[src/rtl/mnist_frame_sequencer.sv]
// Frame sequencer in front of mnist_network_core: weight-load hold-off, one image per start, result counting.
// Optional drain watchdog enabled by defining MNIST_SEQ_TIMEOUT_EN.
module mnist_frame_sequencer #(
  parameter int IMG_WIDTH          = 28,
  parameter int IMG_HEIGHT         = 28,
  parameter int DATA_WIDTH         = 8,
  parameter int WEIGHT_LOAD_CYCLES = 12000,
`ifdef MNIST_SEQ_TIMEOUT_EN
  parameter int DRAIN_TIMEOUT      = 4096,
`endif
  localparam int IMG_PIXELS = IMG_WIDTH * IMG_HEIGHT,
  localparam int OUT_PIXELS = ((IMG_WIDTH - 4) / 2) * ((IMG_HEIGHT - 4) / 2),
  localparam int CW         = $clog2(OUT_PIXELS + 1)
) (
  input  logic                  clk,
  input  logic                  rst,
  input  logic                  start,
  input  logic                  src_valid,
  input  logic [DATA_WIDTH-1:0] src_pixel,
  output logic                  src_ready,
  output logic                  core_valid_in,
  output logic [DATA_WIDTH-1:0] core_pixel_in,
  input  logic                  core_result_valid,
  output logic                  weights_ready,
  output logic                  busy,
  output logic                  frame_done,
  output logic [CW-1:0]         result_count,
  output logic                  timeout_err
);

  localparam int LW = $clog2(WEIGHT_LOAD_CYCLES + 1);
  localparam int PW = $clog2(IMG_PIXELS + 1);

  typedef enum logic [1:0] {S_LOAD, S_READY, S_STREAM, S_DRAIN} state_e;

  state_e                state_q, state_d;
  logic [LW-1:0]         load_cnt_q, load_cnt_d;
  logic [PW-1:0]         pix_cnt_q, pix_cnt_d;
  logic [CW-1:0]         res_cnt_q, res_cnt_d;
  logic                  src_ready_q, src_ready_d;
  logic                  core_valid_q, core_valid_d;
  logic [DATA_WIDTH-1:0] core_pixel_q, core_pixel_d;
  logic                  weights_ready_q, weights_ready_d;
  logic                  busy_q, busy_d;
  logic                  frame_done_q, frame_done_d;
  logic                  accept;

`ifdef MNIST_SEQ_TIMEOUT_EN
  localparam int TW = $clog2(DRAIN_TIMEOUT + 1);
  logic [TW-1:0]         drain_cnt_q, drain_cnt_d;
  logic                  timeout_q, timeout_d;
`endif

  assign accept = src_valid && src_ready_q;

  always_comb begin
    // NOTE: every _d gets a default first so no path through the case infers a latch.
    state_d         = state_q;
    load_cnt_d      = load_cnt_q;
    pix_cnt_d       = pix_cnt_q;
    res_cnt_d       = res_cnt_q;
    weights_ready_d = weights_ready_q;
    core_valid_d    = 1'b0;
    core_pixel_d    = core_pixel_q;
    frame_done_d    = 1'b0;
`ifdef MNIST_SEQ_TIMEOUT_EN
    drain_cnt_d     = drain_cnt_q;
    timeout_d       = timeout_q;
`endif

    // Results may land while pixels are still streaming; the count never exceeds one map.
    if ((state_q == S_STREAM || state_q == S_DRAIN) && core_result_valid &&
        res_cnt_q != CW'(OUT_PIXELS))
      res_cnt_d = res_cnt_q + 1'b1;

    case (state_q)
      S_LOAD: begin
        if (load_cnt_q == LW'(WEIGHT_LOAD_CYCLES - 1)) begin
          state_d         = S_READY;
          weights_ready_d = 1'b1;
        end else begin
          load_cnt_d = load_cnt_q + 1'b1;
        end
      end
      S_READY: begin
        if (start) begin
          state_d   = S_STREAM;
          pix_cnt_d = '0;
          res_cnt_d = '0;
`ifdef MNIST_SEQ_TIMEOUT_EN
          drain_cnt_d = '0;
          timeout_d   = 1'b0;
`endif
        end
      end
      S_STREAM: begin
        if (accept) begin
          core_valid_d = 1'b1;
          core_pixel_d = src_pixel;
          pix_cnt_d    = pix_cnt_q + 1'b1;
          if (pix_cnt_q == PW'(IMG_PIXELS - 1))
            state_d = S_DRAIN;
        end
      end
      S_DRAIN: begin
        if (res_cnt_d == CW'(OUT_PIXELS)) begin
          frame_done_d = 1'b1;
          state_d      = S_READY;
        end
`ifdef MNIST_SEQ_TIMEOUT_EN
        else if (core_result_valid) begin
          drain_cnt_d = '0;
        end else begin
          drain_cnt_d = drain_cnt_q + 1'b1;
          if (drain_cnt_q == TW'(DRAIN_TIMEOUT - 1)) begin
            timeout_d = 1'b1;
            state_d   = S_READY;
          end
        end
`endif
      end
      default: state_d = S_LOAD;
    endcase

    src_ready_d = (state_d == S_STREAM);
    busy_d      = (state_d == S_STREAM) || (state_d == S_DRAIN);
  end

  always_ff @(posedge clk or posedge rst) begin
    if (rst) begin
      state_q         <= S_LOAD;
      load_cnt_q      <= '0;
      pix_cnt_q       <= '0;
      res_cnt_q       <= '0;
      src_ready_q     <= 1'b0;
      core_valid_q    <= 1'b0;
      core_pixel_q    <= '0;
      weights_ready_q <= 1'b0;
      busy_q          <= 1'b0;
      frame_done_q    <= 1'b0;
`ifdef MNIST_SEQ_TIMEOUT_EN
      drain_cnt_q     <= '0;
      timeout_q       <= 1'b0;
`endif
    end else begin
      // NOTE: non-blocking so every flop samples the pre-edge value of its neighbours.
      state_q         <= state_d;
      load_cnt_q      <= load_cnt_d;
      pix_cnt_q       <= pix_cnt_d;
      res_cnt_q       <= res_cnt_d;
      src_ready_q     <= src_ready_d;
      core_valid_q    <= core_valid_d;
      core_pixel_q    <= core_pixel_d;
      weights_ready_q <= weights_ready_d;
      busy_q          <= busy_d;
      frame_done_q    <= frame_done_d;
`ifdef MNIST_SEQ_TIMEOUT_EN
      drain_cnt_q     <= drain_cnt_d;
      timeout_q       <= timeout_d;
`endif
    end
  end

  assign src_ready     = src_ready_q;
  assign core_valid_in = core_valid_q;
  assign core_pixel_in = core_pixel_q;
  assign weights_ready = weights_ready_q;
  assign busy          = busy_q;
  assign frame_done    = frame_done_q;
  assign result_count  = res_cnt_q;
`ifdef MNIST_SEQ_TIMEOUT_EN
  assign timeout_err   = timeout_q;
`else
  assign timeout_err   = 1'b0;
`endif

endmodule

[config.mk]
export PLATFORM = sky130hd
export DESIGN_NAME = mnist_frame_sequencer
export DESIGN_NICKNAME = d
export VERILOG_FILES = /design/src/rtl/mnist_frame_sequencer.sv
export SDC_FILE = /design/constraint.sdc
export NUM_CORES = 1
export LEC_CHECK = 0
export BUFFER_PORTS_ARGS = -buffer_cell sky130_fd_sc_hd__buf_4
export CAP_MARGIN = 20
export CORE_MARGIN = 2
export CORE_UTILIZATION = 56
export DETAILED_ROUTE_END_ITERATION = 8
export GPL_TIMING_DRIVEN = 1
export PLACE_DENSITY_LB_ADDON = 0.1
export SLEW_MARGIN = 15
export SYNTH_ARGS = -nofsm -noshare
export SYNTH_HDL_FRONTEND = slang
export SYNTH_SLANG_ARGS = --single-unit
[constraint.sdc]
create_clock -name clk -period 2.43 [get_ports clk]
set_input_delay 0 -clock clk [delete_from_list [all_inputs] [get_ports clk]]
set_output_delay 0 -clock clk [all_outputs]
set_load 0.005 [all_outputs]
* After elaboration in Yosys (flattened, before gate mapping)
Cells that the tools add are included.
** Storage, ports and cells
- Bits in registers :: 47
- Bits of input ports :: 13
- Output and inout port bits :: 22
- Logic and storage cells :: 52
** Cells by class
- Add/sub/neg operators :: 3
- Eq/ne operators :: 11
- Muxes and demuxes :: 16
- Bitwise logic cells :: 1
- Reductions and logical operators :: 11
** Operators by type and width (count)
- 8-bit two-way mux :: 3
- 10-bit two-way mux :: 2
- 10-bit one-hot mux with 2 select lines :: 1
- 14-bit by 1-bit adder with 14-bit output (second input constant) :: 1
- 14-bit equality test (second input constant) :: 1
- 10-bit by 1-bit adder with 10-bit output (second input constant) :: 1
- 10-bit equality test (second input constant) :: 1
- 2-bit two-way mux :: 5
- 8-bit by 1-bit adder with 8-bit output (second input constant) :: 1
- 2-bit equality test (second input constant) :: 4
- 8-bit equality test (second input constant) :: 1
- 8-bit != test (second input constant) :: 1
- 2-bit one-hot mux with 4 select lines :: 1
- 2-bit AND reduction :: 3
- 1-bit two-way mux :: 4
- 2-bit != test (second input constant) :: 2
- 1-bit logical AND :: 3
- 3-bit AND reduction :: 1
- 2-bit by 1-bit equality test with 1-bit output (second input constant) :: 1
- 2-bit logical NOT :: 1
- 1-bit logical OR :: 2
- 2-bit nonzero test :: 1
- 1-bit inverter :: 1

* Depth between registers and ports, before layout
- Depth after elaboration :: 10
- Gate-level depth with buffers :: 7
- Depth with buffers taken out :: 6

* Worst setup path after synthesis
No wires, ideal clock.
- Path type :: register -> register
- Start :: register res_cnt_q[3] (netlist: result_count[3])
- End :: register busy_q (netlist: busy)
- Setup time :: 0.129 ns
- Data arrival time :: 1.812 ns
- Required time :: 2.301 ns
- Slack :: 0.489 ns
- Stages on the path, launching flop included :: 5
- Path buffers :: 0
- Period minus slack after synthesis :: 1.941 ns
- Cells stage by stage :: dfrtp_1 > or3b_1 > o41a_1 > mux2i_1 > o41a_1
** Between the ends
- Longest elaborated chain between the ends :: 8
- Elaborated cells on any way between the ends :: 10
- Classes of those cells :: add/sub (1); eq/ne (4); mux (3); reduce/logical (2)
** RTL lines
- start, declared :: RTL line 39 : logic [CW-1:0] res_cnt_q, res_cnt_d;
- start signal, assigned :: RTL line 150 : res_cnt_q <= res_cnt_d;
- branches (longest 2 deep; another with 8-bit by 1-bit adder with 8-bit output)
- 8-bit two-way mux (*) :: RTL line 72 : if ((state_q == S_STREAM || state_q == S_DRAIN) && core_result_valid &&
- 8-bit equality test (*) :: RTL line 106 : if (res_cnt_d == CW'(OUT_PIXELS)) begin
- 2-bit two-way mux (*) :: RTL line 106
- 2-bit one-hot mux with 4 select lines (*) :: RTL line 76 : case (state_q)
- 2-bit equality test :: RTL line 126 : busy_d = (state_d == S_STREAM) || (state_d == S_DRAIN);
- 1-bit logical OR (*) :: RTL line 126
- named net busy_d :: RTL line 44 : logic busy_q, busy_d;
- end signal, assigned :: RTL line 155 : busy_q <= busy_d;
- end, declared :: RTL line 44
Mark *: on every way through the listed nets, which the timed path passes.
A chain may end at the register's enable or synchronous reset.

* Worst setup path in the final report
Same ends and word-level chain as after synthesis.

==> run metrics <==
Clock transition at path regs 80 ps; power density over cell area 470 nW/um^2; minimum clock period 2040 ps; final net count 291; Final Worst Setup Slack 387 ps; asr flop ratio synth 100%; H-tree Lvls 2; Sw Pwr 269 uW; I/O Buffers 33; TNS Setup 0 ps; Lkg Pwr 1.32 nW; Fmax 489 MHz; Die X 67.3 microns; drt wl/cell 14.4 microns; post_cts resized 0; RSZ-0062 raised after global routing no; TritonCTS clock tree built; gpl congestion 0.750; crit path launch type flip-flop; Clk Latency, worst-skew pair 300 ps; Hold Crit Start start; logic gate share of total power 3.4%; total congestion overflow 0; clk buf depth 2; switching part of the total 21.1%; Yosys warnings 0; clock sinks 46; largest net degree at the start of global routing 47; Place WS 408 ps; Root Buffer clkbuf_8; height of the die 67.3 microns; sequential share of power 59.9%; Top Ports 35; CP Class reg2reg; Slew HR 59.1%; Arrival @ worst endpoint 2230 ps; Tcrit/Tclk final 84.1%; post-CTS setup buffers 0; WHS Endpoint src_ready$_DFF_PP0_; Starting Density 59.9%; Max FO, Critical Path 8; Worst R2R Path Depth 4; Hold Path Class in2reg; Syn-to-layout area delta 21.0%; drt initial violations 102; cell internal pwr 1.01 mW; worst hold path depth 3; Mean Syn Cell Area 9.79 sq um; RR Endpoint busy$_DFF_PP0_; DR DRC count 0; Worst Tran Pin Value 608 ps; Num CTS Buffers 5; status finished, final reports clean; Post-DRT Antenna Nets 0; Setup Skew 8.59 ps; FF-to-FF Start result_count[3]$_DFF_PP0_; Synth Net Count 246; Max Slew Vio Count 0; vias 1804; hold buffers post-CTS 9; prevailing post-synth register cell dfrtp_1; final setup vio count 0; Initial DRT Pass Iterations 4; post-synthesis cell type count 42; initial antenna violation count 0; GRT Total Usage 23.3%; diodes inserted 0; first-pass GRT wire length 7860 microns; cell area after synthesis 2240 sq um; VDD IR max 468 uV; vias in the first global route 1701; share of cells above drive strength 1 15.8%; Setup crit end kind flip-flop; via-per-instance ratio 5.62; Core ar. 3740 sq um; max_cap viols 0; Data required, critical path 2620 ps; routed wire length 4630 microns; Seq cells post-synth 46; Mapped Cells 229; register area share after synthesis 51.3%; Post-synth EDFFs 0; row cnt 22; clock power share 36.6%; full die area 4530 sq um; detailed placement HPWL 3070 microns; r2r setup slk 390 ps; final hold vios 0
-- final cells by class --
| type | instances | area [sq um] |
|---|---|---|
| Sequential cell | 46 | 1150 |
| Fill cell | 315 | 1030 |
| Multi-Input combinational cell | 169 | 1030 |
| Inverter | 7 | 26.3 |
| Timing Repair Buffer | 45 | 360 |
| Tap cell | 48 | 60.1 |
| Clock buffer | 6 | 82.6 |
-- metal layers --
layer	share of wire, %	routed length (microns)	track usage, %	vias up
met5	0	0	0	-
met4	1.7	78	8.16	0
met3	3.7	173	5.67	8
met2	48	2210	37.5	43
met1	47	2170	30.8	872
li1	-	-	-	881
-- per-stage QoR --
stage | area (sq um) | cells | power (mW) | util, % | hold WS, ps
after global routing | 2710 | 321 | 1.33 | 72.5 | 48.6
after floorplan | 2240 | 229 | 0.793 | - | 105
final | 2710 | 321 | 1.28 | 72.5 | 23.7
after detailed placement | 2540 | 306 | 0.813 | 67.9 | 187
after CTS | 2710 | 321 | 1.28 | 72.5 | 22.7
after global placement | 2540 | 306 | 0.813 | 67.9 | 179
-- how the worst max path moves through the flow --
stage                                    from              to  cells past startpoint
floorplan           result_count[3]$_DFF_PP0_  busy$_DFF_PP0_                      4
global placement    result_count[3]$_DFF_PP0_  busy$_DFF_PP0_                      4
detailed placement  result_count[3]$_DFF_PP0_  busy$_DFF_PP0_                      4
CTS                 result_count[3]$_DFF_PP0_  busy$_DFF_PP0_                      4
global route        result_count[3]$_DFF_PP0_  busy$_DFF_PP0_                      4
finish              result_count[3]$_DFF_PP0_  busy$_DFF_PP0_                      4
-- synthesized netlist by cell type, types with 4 or more instances --
cell type  number  area (sq um)
dfrtp_1        46          1150
nand2_1        39           146
nor2_1         21          78.8
xnor2_1        16           140
nand3_1        11          55.1
xor2_1          9          78.8
nand4_1         8          50.1
a21oi_1         6          30.0
and3_1          6          37.5
inv_1           6          22.5
and4_1          5          43.8
and2_1          4          25.0
clkbuf_1        4          15.0
ha_1            4          50.1
-- power groups by stage --
stage	clock network, mW	logic (mW)	registers, mW
2_1_floorplan	0	0.0129	0.780
3_3_place_gp	0	0.0328	0.780
3_5_place_dp	0	0.0333	0.780
4_1_cts	0.474	0.0447	0.765
5_1_grt	0.514	0.0492	0.765
6_report	0.467	0.0438	0.765
-- cell families (layout without fill, tap and decap cells) --
kind of cell | count (synthesis) | in the layout | synth area share, %
compound gates | 24 | 24 | 7.31
xor+xnor | 25 | 25 | 9.77
fa+ha+maj | 4 | 4 | 2.23
buf+inv | 14 | 58 | 2.57
flops | 46 | 46 | 51.3
mux | 3 | 3 | 1.40
other cells | 1 | 1 | 0.167
simple gates | 112 | 112 | 25.2
-- critical path, stage by stage (launching register included) --
cell and delay [ps]:
dfrtp_1 470, or3b_1 460, o41a_1 460, mux2i_1 170, o41a_1 370
-- flip-flops by register name (all words and copies together) (netlist names) --
register / cells
busy: 1
core_pixel_in: 8
core_valid_in: 1
frame_done: 1
load_cnt_q: 14
pix_cnt_q: 10
result_count: 8
src_ready: 1
state_q: 1
weights_ready: 1
-- placed cells by master, fill, tap and decap left out, types with 2 or more instances in the layout --
cell type      instances
a21o_1                 3
a21oi_1                6
and2_1                 4
and3_1                 6
and4_1                 5
buf_4                 36
clkbuf_8               6
dfrtp_1               46
dlygate4sd3_1          9
ha_1                   4
inv_1                  5
mux2i_1                2
nand2_1               39
nand3_1               11
nand4_1                8
nand4b_1               3
nor2_1                21
nor3_1                 3
nor4_1                 2
nor4b_1                2
o2111ai_1              2
o21ai_0                3
o21bai_1               2
o31ai_1                2
o41a_1                 2
or3_1                  2
xnor2_1               16
xor2_1                 9
Power figures use the tool's default switching activity.
